<file path="src/rtl/flexka_result_merging_pkg.sv">
// Shared types and sizes for the Karatsuba result-merging block.
//   FSIZE          : buffer word width in bits
//   IN_BUFFER_SIZE : buffer depth in words; AW is its address width
//   SSIZE          : width of position/size operands (same as AW)
//   rm_state_e     : merge FSM states
//   rm_ctrl_t      : per-read tag carried alongside the RAM read latency
//   buffer_ram_inputs_r2w1_t : request side of the R2W1 buffer RAM port
package flexka_result_merging_pkg;

  localparam int unsigned FSIZE               = 64;
  localparam int unsigned IN_BUFFER_SIZE      = 256;
  localparam int unsigned AW                  = $clog2(IN_BUFFER_SIZE);
  localparam int unsigned SSIZE               = AW;
  localparam int unsigned BUFFER_READ_LATENCY = 2;

  typedef enum logic [1:0] {
    StIdle,
    StReadAdd,
    StReadProp,
    StDrain
  } rm_state_e;

  typedef struct packed {
    logic valid;
    logic is_add;
  } rm_ctrl_t;

  typedef struct packed {
    logic [AW-1:0]    raddr0;
    logic [AW-1:0]    raddr1;
    logic [AW-1:0]    waddr;
    logic [FSIZE-1:0] wdata;
    logic             wren;
  } buffer_ram_inputs_r2w1_t;

endpackage

</file>
<file path="src/rtl/flexka_result_merging_if.sv">
// Bus bundle between the recursion controller, the result-merging block and
// the buffer RAM.
//   RM_start / operands  : controller -> merger, sampled on the start pulse
//   RM_done / RM_overflow: merger -> controller, level status
//   ram_inputs(_read_valid): merger -> RAM request (two reads, one write)
//   ram_outputs_rdata0/1 : RAM -> merger read data
// Modport slave is the merger; master is the controller/RAM side.
interface flexka_result_merging_if;
  import flexka_result_merging_pkg::*;

  logic                    RM_start;
  logic [SSIZE-1:0]        res_pos;
  logic [SSIZE-1:0]        res_size;
  logic [SSIZE-1:0]        msize;
  logic [SSIZE-1:0]        z1_pos;
  logic [SSIZE-1:0]        z1_size;
  logic                    RM_done;
  logic                    RM_overflow;
  logic                    ram_inputs_read_valid;
  buffer_ram_inputs_r2w1_t ram_inputs;
  logic [FSIZE-1:0]        ram_outputs_rdata0;
  logic [FSIZE-1:0]        ram_outputs_rdata1;

  modport slave (
    input  RM_start, res_pos, res_size, msize, z1_pos, z1_size,
    input  ram_outputs_rdata0, ram_outputs_rdata1,
    output RM_done, RM_overflow, ram_inputs_read_valid, ram_inputs
  );

  modport master (
    output RM_start, res_pos, res_size, msize, z1_pos, z1_size,
    output ram_outputs_rdata0, ram_outputs_rdata1,
    input  RM_done, RM_overflow, ram_inputs_read_valid, ram_inputs
  );

endinterface

</file>
<file path="src/rtl/flexka_result_merging_fifo_buffer.sv">
// Fixed-latency delay line (FifoBuffer): din reappears on dout exactly CYCLES
// clocks later. Used to carry read tags in step with the RAM read latency.
//   clk  : clock
//   rstn : asynchronous active-low clear of every stage
//   din  : word entering the line
//   dout : word leaving the line
module flexka_result_merging_fifo_buffer #(
  parameter int unsigned DATA_SIZE = 2,
  parameter int unsigned CYCLES    = 2
) (
  input  logic                 clk,
  input  logic                 rstn,
  input  logic [DATA_SIZE-1:0] din,
  output logic [DATA_SIZE-1:0] dout
);

  logic [DATA_SIZE-1:0] stage_q [CYCLES];

  always_ff @(posedge clk or negedge rstn) begin
    if (!rstn) begin
      for (int i = 0; i < int'(CYCLES); i++) stage_q[i] <= '0;
    end else begin
      stage_q[0] <= din;
      for (int i = 1; i < int'(CYCLES); i++) stage_q[i] <= stage_q[i-1];
    end
  end

  assign dout = stage_q[CYCLES-1];

endmodule

</file>
<file path="src/rtl/flexka_result_merging.sv">
// Adds the middle Karatsuba term Z1 into the result region at word offset
// msize (res[res_pos+msize+i] += z1[i]) and ripples the carry upward until it
// dies or the region ends.
//   clk, rst : clock, asynchronous active-high reset
//   bus      : slave side of flexka_result_merging_if (start/operands,
//              done/overflow status, R2W1 buffer RAM port)
// Reads are issued one pair per cycle; a tag FIFO matches each returning word
// with its kind (add or carry-propagate) so the adder stage stays stateless
// apart from the carry.
module flexka_result_merging
  import flexka_result_merging_pkg::*;
#(
  parameter int unsigned RD_LAT = BUFFER_READ_LATENCY
) (
  input logic                    clk,
  input logic                    rst,
  flexka_result_merging_if.slave bus
);

  localparam int unsigned CntW = $clog2(RD_LAT + 2);

  rm_state_e        state_q, state_d;
  logic [AW-1:0]    raddr0_q, raddr1_q, res_end_q, add_left_q;
  logic [AW-1:0]    waddr_q, waddr_next_q;
  logic [FSIZE-1:0] wdata_q;
  logic             wren_q, carry_q, stop_q, done_q, overflow_q;
  logic [CntW-1:0]  inflight_q;

  logic             issue, issue_add, drain_done, fifo_rstn, ret_live;
  rm_ctrl_t         tag_in, tag_out;
  logic [FSIZE-1:0] addend;
  logic [FSIZE:0]   sum;

  // State register
  always_ff @(posedge clk or posedge rst) begin
    if (rst) state_q <= StIdle;
    else     state_q <= state_d;
  end

  // Next state; a start pulse restarts from any state
  always_comb begin
    state_d = state_q;
    if (bus.RM_start) begin
      state_d = StReadAdd;
    end else begin
      case (state_q)
        StReadAdd: begin
          if (add_left_q == AW'(1)) begin
            state_d = (raddr0_q == res_end_q) ? StDrain : StReadProp;
          end
        end
        StReadProp: if (stop_q || raddr0_q == res_end_q) state_d = StDrain;
        StDrain:    if (inflight_q == '0) state_d = StIdle;
        default:    state_d = state_q;
      endcase
    end
  end

  // FSM outputs: read issue and its tag
  always_comb begin
    issue      = 1'b0;
    issue_add  = 1'b0;
    drain_done = 1'b0;
    if (!bus.RM_start) begin
      case (state_q)
        StReadAdd: begin
          issue     = 1'b1;
          issue_add = 1'b1;
        end
        StReadProp: issue      = !stop_q;
        StDrain:    drain_done = (inflight_q == '0);
        default:    issue      = 1'b0;
      endcase
    end
  end

  assign tag_in = '{valid: issue, is_add: issue_add};

  // Start also clears the tag line so reads from an aborted run never land
  assign fifo_rstn = !(rst | bus.RM_start);

  flexka_result_merging_fifo_buffer #(
    .DATA_SIZE(2),
    .CYCLES   (RD_LAT)
  ) u_ctrl_fifo (
    .clk (clk),
    .rstn(fifo_rstn),
    .din (tag_in),
    .dout(tag_out)
  );

  // Read pointers, counters and status
  always_ff @(posedge clk or posedge rst) begin
    if (rst) begin
      raddr0_q   <= '0;
      raddr1_q   <= '0;
      add_left_q <= '0;
      res_end_q  <= '0;
      inflight_q <= '0;
      done_q     <= 1'b0;
      overflow_q <= 1'b0;
    end else if (bus.RM_start) begin
      raddr0_q   <= bus.res_pos + bus.msize;
      raddr1_q   <= bus.z1_pos;
      add_left_q <= bus.z1_size;
      res_end_q  <= bus.res_pos + bus.res_size - AW'(1);
      inflight_q <= '0;
      done_q     <= 1'b0;
      overflow_q <= 1'b0;
    end else begin
      if (issue) raddr0_q <= raddr0_q + AW'(1);
      if (issue_add) begin
        raddr1_q   <= raddr1_q + AW'(1);
        add_left_q <= add_left_q - AW'(1);
      end
      inflight_q <= inflight_q + CntW'(issue) - CntW'(tag_out.valid);
      // The last returned word has already been registered, so carry_q is
      // the carry out of the top word written (or 0 if propagation stopped)
      if (drain_done) begin
        done_q     <= 1'b1;
        overflow_q <= carry_q;
      end
    end
  end

  // Adder stage on returned RAM words
  assign ret_live = tag_out.valid && !stop_q;
  assign addend   = tag_out.is_add ? bus.ram_outputs_rdata1 : '0;
  assign sum      = {1'b0, bus.ram_outputs_rdata0} + {1'b0, addend} + {{FSIZE{1'b0}}, carry_q};

  always_ff @(posedge clk or posedge rst) begin
    if (rst) begin
      wren_q       <= 1'b0;
      wdata_q      <= '0;
      waddr_q      <= '0;
      waddr_next_q <= '0;
      carry_q      <= 1'b0;
      stop_q       <= 1'b0;
    end else if (bus.RM_start) begin
      wren_q       <= 1'b0;
      waddr_next_q <= bus.res_pos + bus.msize;
      carry_q      <= 1'b0;
      stop_q       <= 1'b0;
    end else begin
      wren_q <= 1'b0;
      if (ret_live) begin
        if (!tag_out.is_add && !carry_q) begin
          // Carry died: this word and everything after it stay untouched
          stop_q <= 1'b1;
        end else begin
          wren_q       <= 1'b1;
          wdata_q      <= sum[FSIZE-1:0];
          carry_q      <= sum[FSIZE];
          waddr_q      <= waddr_next_q;
          waddr_next_q <= waddr_next_q + AW'(1);
        end
      end
    end
  end

  always_comb begin
    bus.ram_inputs = '{
      raddr0: raddr0_q,
      raddr1: raddr1_q,
      waddr:  waddr_q,
      wdata:  wdata_q,
      wren:   wren_q
    };
  end

  assign bus.ram_inputs_read_valid = issue;
  assign bus.RM_done               = done_q;
  assign bus.RM_overflow           = overflow_q;

endmodule
</file>
<file path="src/flat_wrapper.sv">
// flat-port wrapper written by rule: the top's interface ports become plain ports
module flexka_result_merging_flat import flexka_result_merging_pkg::*;
#(
  parameter int unsigned RD_LAT = BUFFER_READ_LATENCY
)
  (clk, rst, bus_RM_start, bus_res_pos, bus_res_size, bus_msize, bus_z1_pos, bus_z1_size, bus_ram_outputs_rdata0, bus_ram_outputs_rdata1, bus_RM_done, bus_RM_overflow, bus_ram_inputs_read_valid, bus_ram_inputs);
  flexka_result_merging_if bus_i ();
  input logic clk;
  input logic rst;
  input wire logic [$bits(bus_i.RM_start)-1:0] bus_RM_start;
  input wire logic [$bits(bus_i.res_pos)-1:0] bus_res_pos;
  input wire logic [$bits(bus_i.res_size)-1:0] bus_res_size;
  input wire logic [$bits(bus_i.msize)-1:0] bus_msize;
  input wire logic [$bits(bus_i.z1_pos)-1:0] bus_z1_pos;
  input wire logic [$bits(bus_i.z1_size)-1:0] bus_z1_size;
  input wire logic [$bits(bus_i.ram_outputs_rdata0)-1:0] bus_ram_outputs_rdata0;
  input wire logic [$bits(bus_i.ram_outputs_rdata1)-1:0] bus_ram_outputs_rdata1;
  output wire logic [$bits(bus_i.RM_done)-1:0] bus_RM_done;
  output wire logic [$bits(bus_i.RM_overflow)-1:0] bus_RM_overflow;
  output wire logic [$bits(bus_i.ram_inputs_read_valid)-1:0] bus_ram_inputs_read_valid;
  output wire logic [$bits(bus_i.ram_inputs)-1:0] bus_ram_inputs;
  assign bus_i.RM_start = bus_RM_start;
  assign bus_i.res_pos = bus_res_pos;
  assign bus_i.res_size = bus_res_size;
  assign bus_i.msize = bus_msize;
  assign bus_i.z1_pos = bus_z1_pos;
  assign bus_i.z1_size = bus_z1_size;
  assign bus_i.ram_outputs_rdata0 = bus_ram_outputs_rdata0;
  assign bus_i.ram_outputs_rdata1 = bus_ram_outputs_rdata1;
  assign bus_RM_done = bus_i.RM_done;
  assign bus_RM_overflow = bus_i.RM_overflow;
  assign bus_ram_inputs_read_valid = bus_i.ram_inputs_read_valid;
  assign bus_ram_inputs = bus_i.ram_inputs;
  flexka_result_merging #(.RD_LAT(RD_LAT)) u_core (.clk(clk), .rst(rst), .bus(bus_i));
endmodule
</file>
<file path="config.mk">
export PLATFORM = sky130hd
export DESIGN_NAME = flexka_result_merging_flat
export DESIGN_NICKNAME = d
export VERILOG_FILES = /design/src/rtl/flexka_result_merging_pkg.sv /design/src/rtl/flexka_result_merging_if.sv /design/src/rtl/flexka_result_merging_fifo_buffer.sv /design/src/rtl/flexka_result_merging.sv /design/src/flat_wrapper.sv
export SDC_FILE = /design/constraint.sdc
export NUM_CORES = 1
export LEC_CHECK = 0
export BUFFER_PORTS_ARGS = -buffer_cell sky130_fd_sc_hd__clkbuf_2
export CELL_PAD_IN_SITES_DETAIL_PLACEMENT = 1
export CELL_PAD_IN_SITES_GLOBAL_PLACEMENT = 1
export CORE_MARGIN = 2
export CORE_UTILIZATION = 40
export CTS_BUF_LIST = sky130_fd_sc_hd__clkbuf_8
export CTS_CLUSTER_SIZE = 16
export DETAILED_ROUTE_END_ITERATION = 10
export GPL_ROUTABILITY_DRIVEN = 0
export PLACE_DENSITY_LB_ADDON = 0.1
export SYNTH_ARGS = -nofsm -noshare
export SYNTH_HDL_FRONTEND = slang
export SYNTH_HIERARCHICAL = 1
export SYNTH_SLANG_ARGS = --single-unit
</file>
<file path="constraint.sdc">
create_clock -name clk -period 5.3 [get_ports clk]
set_input_delay 0.795 -clock clk [delete_from_list [all_inputs] [get_ports clk]]
set_output_delay 0.795 -clock clk [all_outputs]
set_load 0.05 [all_outputs]
</file>
* Word-level counts from Yosys, hierarchy flattened
Index checks and enable logic that the tools add are counted.
** Storage, ports and cells
- Register bits :: 125
- Bits of input ports :: 171
- Output and inout port bits :: 92
- Logic and storage cells :: 92
** Cells by class
- $add $sub $neg :: 11
- Eq/ne operators :: 9
- Multiplexer cells :: 36
- Bitwise operators :: 3
- Reductions and logical operators :: 17
** Operator list (number)
- $mux 8 :: 9
- $add 64x64->65 :: 1
- $add 65x1->65 :: 1
- $mux 64 :: 1
- $add 8x1->8 const B :: 3
- $mux 1 :: 19
- $add 8x8->8 :: 2
- $sub 8x1->8 const B :: 2
- $mux 2 :: 5
- $reduce_bool 2->1 :: 5
- $ne 3x2->1 const B :: 3
- $eq 8x1->1 const B :: 1
- $eq 8x8->1 :: 1
- $pmux 2 s3 :: 1
- $eq 2x2->1 const B :: 2
- $reduce_and 2->1 :: 2
- $reduce_and 4->1 :: 1
- $reduce_bool 4->1 :: 1
- $logic_not 1->1 :: 3
- $reduce_and 3->1 :: 1
- $add 2x1->2 :: 1
- $eq 2x1->1 const B :: 1
- $logic_and 1x1->1 :: 2
- $logic_not 2->1 :: 1
- 6 further kinds :: 7

* Depth between registers and ports, before layout
Gate-level depths: netlist (run 1).
- Word-level depth :: 6
- Depth in mapped cells :: 16
- Depth with buffers taken out :: 13

* Modules after synthesis
Netlist (run 1), hierarchy kept.
** Modules (own cells, without submodules)
- flexka_result_merging :: instances 1, cells each 1258, area each 10090.9 um^2, sequential area each 3027.9 um^2
- flexka_result_merging_fifo_buffer :: instances 1, cells each 6, area each 115.1 um^2, sequential area each 100.1 um^2

* Worst setup path before layout (run 1)
Ideal clock, no wire load.
- Path kind :: flip-flop to flip-flop
- Start point :: register u_core.u_ctrl_fifo.stage_q (netlist bit u_core/u_ctrl_fifo/dout[0])
- End point :: register u_core.wdata_q[50]
- Setup time :: 126 ps
- Arrival time :: 3523 ps
- Data required time :: 5174 ps
- Path slack :: 1651 ps
- Cell stages (with the launch flop) :: 17
- Path buffers :: 3
- Clock period less this slack :: 3649 ps
- Cell sequence :: dfrtp_1 -> buf_4 -> clkbuf_1 -> clkbuf_1 -> nand2_1 -> fa_1 -> fa_1 -> nor2b_1 -> o31a_1 -> a211oi_2 -> o21a_1 -> o31a_1 -> o211ai_1 -> and3b_1 -> nor2_1 -> o2111a_1 -> a221o_1
** On the way
- Longest elaborated chain between the ends :: 4
- Elaborated cells between the ends (all ways) :: 7
- Classes of those cells :: 2 x add/sub; 1 x mux; 1 x bitwise; 3 x reduce/logical
** Ends and longest elaborated chain
- start, declared :: RTL line flexka_result_merging_fifo_buffer.sv:17 : logic [DATA_SIZE-1:0] stage_q [CYCLES];
- parallel branches: the longest is 4 deep, another holds $add 64x64->65
- end signal, assigned :: RTL line flexka_result_merging.sv:152 : wdata_q <= sum[FSIZE-1:0];
- end, declared :: RTL line flexka_result_merging.sv:25 : logic [FSIZE-1:0] wdata_q;
Several ways; the timed one is not identified.
A chain may end at the register's enable or synchronous reset.

* Final worst setup path (run 1)
- Start point :: register u_core.u_ctrl_fifo.stage_q (netlist bit u_core/u_ctrl_fifo/dout[0])
- End point :: register u_core.wdata_q[51]
The elaborated chain is that of the path after synthesis.

==> flow_metrics.py, run 1 <==
metrics = {
    "power": {
        "clkPwrFrac_pct": 14.1,
        "p_int_mw": 2.75,
        "powerDensity_mw_per_mm2": 487,
        "irDropWorstVdd_v": 0.000227,
        "p_sw_mw": 3.16,
        "p_seq_share_pct": 28.0,
        "p_comb_share_pct": 57.9,
        "p_total_mw": 5.91,
        "switching_share_pct": 53.5,
        "p_leak_nw": 6.07,
    },
    "clock_tree": {
        "cts_hold_buf": 0,
        "cts_buffer_depth": 2,
        "cts_resized": 0,
        "clock_latency_ps": 460,
        "cts-root-buf": "clkbuf_8",
        "htree_levels": 4,
        "cts-buffers-inserted": 17,
        "cts_tree": "yes",
        "cts.sinks": 125,
        "cts.clk_slew.worst_paths_ps": 80,
        "postCtsSetupBuffers": 0,
    },
    "final_layout": {
        "drive_gt1_share_pct": 21.3,
        "instances_no_fill": 1830,
        "synthToLayoutAreaGrowth_pct": 18.7,
        "final_util_pct": 48.3,
        "nets": 1754,
    },
    "sta": {
        "fmax_mhz": 229,
        "tns_ps": 0,
        "fin_crit_sh_pct": 82.3,
        "maxSlewHeadroom_pct": 44.7,
        "setup_slack_ps": 937,
        "fin_crit_ps": 4360,
        "maxSlewViolCount": 0,
        "finalHoldViolCount": 0,
        "finalSetupViolCount": 0,
        "skew_ps": 15.5,
        "worstMarginPinSlew_ps": 829,
        "rsz0062_at_grt": "false",
    },
    "place": {
        "dp_slack_ps": 938,
        "io_buffers": 262,
        "dp_hpwl_um": 26000,
        "place_inst": 1797,
    },
    "critical_path": {
        "worstPathRequired_ps": 5600,
        "regToRegStartpoint": "u_core/u_ctrl_fifo/dout[0]",
        "r2r_cells": 13,
        "reg2reg_slack_ps": 940,
        "crit_fanout": 35,
        "r2r_end": "u_core/wdata_q[51]",
        "worst-setup-path-type": "flop to flop",
        "cp-start-kind": "flop",
        "critPathArrivalTime_ps": 4670,
        "crit_path_end_kind": "flop",
    },
    "floorplan": {
        "dieArea_mm2": 0.0268,
        "rows": 58,
        "die_w_um": 164,
        "die_h_um": 164,
        "ioPinCount": 263,
        "core_area_mm2": 0.0251,
        "initial_core_util_pct": 40.6,
    },
    "min_path": {
        "holdPathStages": 0,
        "hold_class": "flop to flop",
        "worstHoldStart": "u_core/u_ctrl_fifo/stage_q[3]",
        "hold-path-endpoint": "u_core/u_ctrl_fifo/dout[1]",
    },
    "logic_synthesis": {
        "synth-seq-cells": 125,
        "ys.flop_type": "dfrtp_1",
        "synthMostInstantiatedCell": "nand2_1",
        "syn_area_per_cell_um2": 8.07,
        "post-synth-top-area-fraction_pct": 30.6,
        "seq_area_frac_synth_pct": 30.6,
        "synth_common_cells": "nand2_1, dfrtp_1, o21ai_0, a21oi_1, ha_1",
        "synth_cells": 1264,
        "synth_top_area_cell": "dfrtp_1",
        "synth_cell_types": 62,
        "synth_nets": 1532,
        "ys_top_cells_by_area": "dfrtp_1, ha_1, nand2_1",
        "synth-async-reset-ratio_pct": 100,
        "ys.warnings.count": 6,
        "syn_area_mm2": 0.0102,
        "synth_edf_count": 0,
    },
    "route": {
        "ant_nets": 0,
        "viasPerCell": 5.37,
        "wirelength_um": 32800,
        "routedWlPerCell_um": 17.9,
        "dr_total_vias": 9820,
        "drtIter0Drc": 493,
        "drc_errors": 0,
        "dr.pass1.iters": 4,
    },
    "global_route": {
        "grt_first_pass_wirelength_um": 52400,
        "grt_overflow": 0,
        "antenna_found_initial": 2,
        "grt_max_degree": 84,
        "grt_pass1_vias": 10100,
        "grt_usage_pct": 24.6,
    },
    "flow_run": {
        "drv_cap": 0,
    },
    "run_status": {
        "status": "finished, final reports clean",
    },
}
-- critical path, cell delays in order (launching register included) --
cell and delay (ps):
dfrtp_2 700, buf_4 370, and2_1 170, ha_1 280, a21oi_1 260, o21ai_0 130, a21oi_1 270, nor2_1 100
a2111oi_0 680, nand2_1 290, a41oi_1 530, o21ai_0 190, xnor2_1 150, o21ai_0 80
-- flip-flops by register name, indices dropped and copies added (netlist names) --
name / flops
u_core/wdata_q: 64
u_core/res_end_q: 8
u_core/bus.RM_overflow: 1
u_core/add_left_q: 8
u_core/state_q: 2
u_core/wren_q: 1
u_core/bus.RM_done: 1
u_core/carry_q: 1
u_core/raddr1_q: 8
u_core/inflight_q: 2
u_core/u_ctrl_fifo/dout: 2
u_core/raddr0_q: 8
u_core/u_ctrl_fifo/stage_q: 2
u_core/waddr_q: 8
u_core/waddr_next_q: 8
u_core/stop_q: 1
-- cell families (layout without fill, tap and decap cells) --
kind of cell               after synthesis  in the layout  synth area share (%)
muxes                                   10             10                  1.08
other                                    0              1                     0
and+or+nand+nor                        441            441                  20.8
AOI/OAI and AO/OA                      361            361                  21.8
buffers and inverters                  129            364                  4.85
xor gates and xnor gates               101            101                  8.67
DFF                                    125            125                  30.6
adders and majority gates               97             97                  12.2
-- routing by layer --
metal  up-vias  wire length [um]  global-route usage (%)
met3        35              1240                    3.46
li1       4863                 -                       -
met1      4704             15400                    33.1
met4         2               557                    6.82
met2       216             15600                    41.4
met5         -                16                       0
-- how the worst max path moves through the flow --
stage | start | endpoint | slack, ps
3_5_place_dp | u_core/u_ctrl_fifo/dout[0] | u_core/wdata_q[51] | 940
4_1_cts | u_core/u_ctrl_fifo/dout[0] | u_core/wdata_q[51] | 890
2_1_floorplan | rst | u_core/add_left_q[0] | 1290
5_1_grt | u_core/u_ctrl_fifo/dout[0] | u_core/wdata_q[51] | 620
6_report | u_core/u_ctrl_fifo/dout[0] | u_core/wdata_q[51] | 940
3_3_place_gp | u_core/u_ctrl_fifo/dout[0] | u_core/wdata_q[51] | 1110
-- layout by cell type, fill, tap and decap left out, types with 13 or more instances in the layout --
master    netlist  routed
clkbuf_2        0     262
xor2_1         42      42
a21oi_1       108     108
a21o_1         32      32
nor2_1         75      75
inv_1          64      65
nor3_1         18      18
nand2_1       171     171
nor2b_1        13      13
nand3_1        20      20
ha_1           93      93
dfrtp_1       125     124
clkbuf_8        0      19
o21ai_0       115     115
nand4_1        35      35
o21bai_1       24      24
and2_1         72      72
xnor2_1        59      59
-- power groups by stage --
stage                     sequential (mW)  combinational [mW]  clock [mW]
after floorplan                      2.58                1.57           0
after global placement               1.67                3.35           0
after detailed placement             1.67                3.41           0
after CTS                            1.66                3.43       0.864
after global routing                 1.71                3.73       0.899
final                                1.65                3.42       0.833
-- area by class of cell --
| cell class | instances | area [um^2] |
|---|---|---|
| diodes | 1 | 2.50 |
| inverters | 64 | 243 |
| clock inverters | 13 | 118 |
| flip-flops and latches | 125 | 3130 |
| fillers | 3176 | 13000 |
| clock buffers | 19 | 262 |
| repair buffers | 268 | 1360 |
| multi-input cells | 1010 | 6600 |
| well taps | 330 | 413 |
-- stage by stage --
| stage | instance area [um^2] | hold slack, ps |
|---|---|---|
| after floorplan | 10200 | 331 |
| after CTS | 12100 | 344 |
| after detailed placement | 11700 | 341 |
| final | 12100 | 353 |
| after global routing | 12100 | 357 |
| after global placement | 11700 | 334 |
Note: power is estimated with default switching activity, not from simulation.
==> run 2: changes to the inputs <==
- CORE_UTILIZATION: 40 -> 37
- clock period: 5.3 -> 3.8 ns (I/O delays scaled with it)
==> flow_metrics.py, run 2 (synthesis results as in run 1) <==
metrics = {
    "run_status": {
        "status": "finished, final reports clean",
    },
    "min_path": {
        "hold_class": "input pin to asynchronous set/reset pin",
    },
    "place": {
        "io_buffers": 262,
        "dp_hpwl_um": 26700,
    },
    "route": {
        "dr.pass1.iters": 5,
        "dr_total_vias": 10000,
        "drtIter0Drc": 441,
        "wirelength_um": 33400,
        "viasPerCell": 5.33,
        "ant_nets": 0,
        "routedWlPerCell_um": 17.8,
        "drc_errors": 0,
    },
    "sta": {
        "fin_crit_ps": 3620,
        "finalHoldViolCount": 0,
        "worstMarginPinSlew_ps": 855,
        "fmax_mhz": 276,
        "fin_crit_sh_pct": 95.2,
        "finalSetupViolCount": 0,
        "maxSlewHeadroom_pct": 43.0,
        "maxSlewViolCount": 0,
        "skew_ps": 13.6,
    },
    "final_layout": {
        "final_cell_mix": "clkbuf_2, nand2_1, dfrtp_1",
        "nets": 1791,
        "final_util_pct": 46.3,
        "largest_reg_flops": 64,
        "final_common_cell": "clkbuf_2",
        "synthToLayoutAreaGrowth_pct": 22.7,
        "drive_gt1_share_pct": 23.7,
        "fill_cells": 3373,
        "regMostFlops": "u_core/wdata_q",
    },
    "power": {
        "p_total_mw": 8.49,
        "powerDensity_mw_per_mm2": 679,
        "p_leak_nw": 6.27,
        "irDropWorstVdd_v": 0.000306,
    },
    "critical_path": {
        "cp_num_cells": 13,
        "worstPathRequired_ps": 4130,
        "critical_path_buf_inv_count": 1,
        "slowest_delay_ps": 470,
        "worst-setup-path-type": "flop to flop",
        "critPathSlowestCell": "a2111oi_1",
        "path_cells": "buf_12, and2_1, ha_1, nand2_1, nor2_1, o2111ai_2, a2111oi_1, or3_4, a221o_1, a41oi_4, o31ai_1, xnor2_1, o21ai_0",
        "path_delay_family": "compound AO/OA/AOI/OAI gates",
        "crit_path_end_kind": "flop",
        "crit_fanout": 32,
        "cp-start-kind": "flop",
        "critPathArrivalTime_ps": 3950,
        "r2r_cells": 13,
    },
    "clock_tree": {
        "cts.clk_slew.worst_paths_ps": 90,
        "htree_levels": 4,
        "cts_tree": "yes",
        "cts-root-buf": "clkbuf_8",
        "cts-buffers-inserted": 17,
        "cts_hold_buf": 0,
        "cts.sinks": 125,
        "clock_latency_ps": 460,
        "cts_buffer_depth": 2,
    },
    "floorplan": {
        "core_area_mm2": 0.0270,
        "ioPinCount": 263,
        "dieArea_mm2": 0.0289,
        "initial_core_util_pct": 37.8,
        "die_w_um": 170,
        "rows": 60,
        "die_h_um": 170,
    },
    "global_route": {
        "grt_max_degree": 63,
        "grt_usage_pct": 23.0,
        "grt_pass1_vias": 10200,
        "grt_first_pass_wirelength_um": 53100,
        "antenna_found_initial": 1,
        "grt_overflow": 0,
    },
    "flow_run": {
        "drv_cap": 0,
    },
}
==> run 2: cell count changes in the layout (fill, tap and decap cells not counted), sizes merged <==
cell	previous run	this run
buf	6	43
clkbuf	281	280
inv	69	71
clkinv	4	3
bufinv	1	2
clkinvlp	3	2
==> run 2: layout make-up <==
| class | count | area, um^2 | share of cell area (%) |
|---|---|---|---|
| Inverter | 64 | 243 | 1.94 |
| Tap cell | 341 | 427 | 3.41 |
| Clock buffer | 18 | 248 | 1.98 |
| Clock inverter | 14 | 158 | 1.26 |
| Timing Repair Buffer | 305 | 1670 | 13.3 |
| Antenna cell | 1 | 2.50 | 0.0200 |
| Sequential cell | 125 | 3130 | 25.0 |
| Multi-Input combinational cell | 1010 | 6650 | 53.1 |
==> run 2: through the flow <==
step                TNS [ps]  area (um^2)  hold slack (ps)  std cells  worst slack, ps
floorplan                  0        10200              331       1264             15.8
global placement           0        12000              335       1844             39.4
detailed placement      -129        12000              355       1844            -60.8
CTS                        0        12500              135       1876            0.659
global route           -46.8        12500              168       1877            -44.4
finish                     0        12500              172       1878              183
==> run 2: worst paths after layout <==
check	from	endpoint	slack [ps]
min	rst	u_core/u_ctrl_fifo/stage_q[3]	170
max in group asynchronous	rst	u_core/wdata_q[21]	2600
min in group clk	bus_z1_size[5]	u_core/add_left_q[5]	320
max reg2reg	u_core/u_ctrl_fifo/dout[0]	u_core/wdata_q[53]	180
max	u_core/u_ctrl_fifo/dout[0]	u_core/wdata_q[53]	180
min reg2reg	u_core/u_ctrl_fifo/stage_q[3]	u_core/u_ctrl_fifo/dout[1]	370
==> run 2: worst register-to-register path, stage by stage, from the launching register on <==
cell	delay, ps
dfrtp_2	450
buf_12	180
and2_1	160
ha_1	410
nand2_1	80
nor2_1	230
o2111ai_2	180
a2111oi_1	470
or3_4	240
a221o_1	280
a41oi_4	200
o31ai_1	360
xnor2_1	160
o21ai_0	90
==> run 2: what timing repair did <==
item / CTS / global route
pin swaps: 0 / 4
setup buffers: 0 / 1
endpoints found under the setup margin: 2 / 16
endpoints found under the hold margin: 0 / 0
resized for setup: 1 / 13
cloned: 0 / 0
==> run 2: routing by layer <==
layer | GRT usage [%] | wire [um] | part of all wire (%) | vias up
met4 | 5.76 | 497 | 1.5 | 0
met5 | 0 | 0 | 0 | -
met3 | 3.26 | 1360 | 4.1 | 27
met1 | 30.5 | 15500 | 46 | 4831
li1 | - | - | - | 4932
met2 | 39.4 | 16100 | 48 | 217
==> run 2: power breakdown <==
group / internal, mW / leakage, nW / switching [mW]
combinational: 1.54 / 4.53 / 3.42
sequential: 1.85 / 1.54 / 0.433
clock: 0.614 / 0.203 / 0.643
total: 4.00 / 6.27 / 4.49
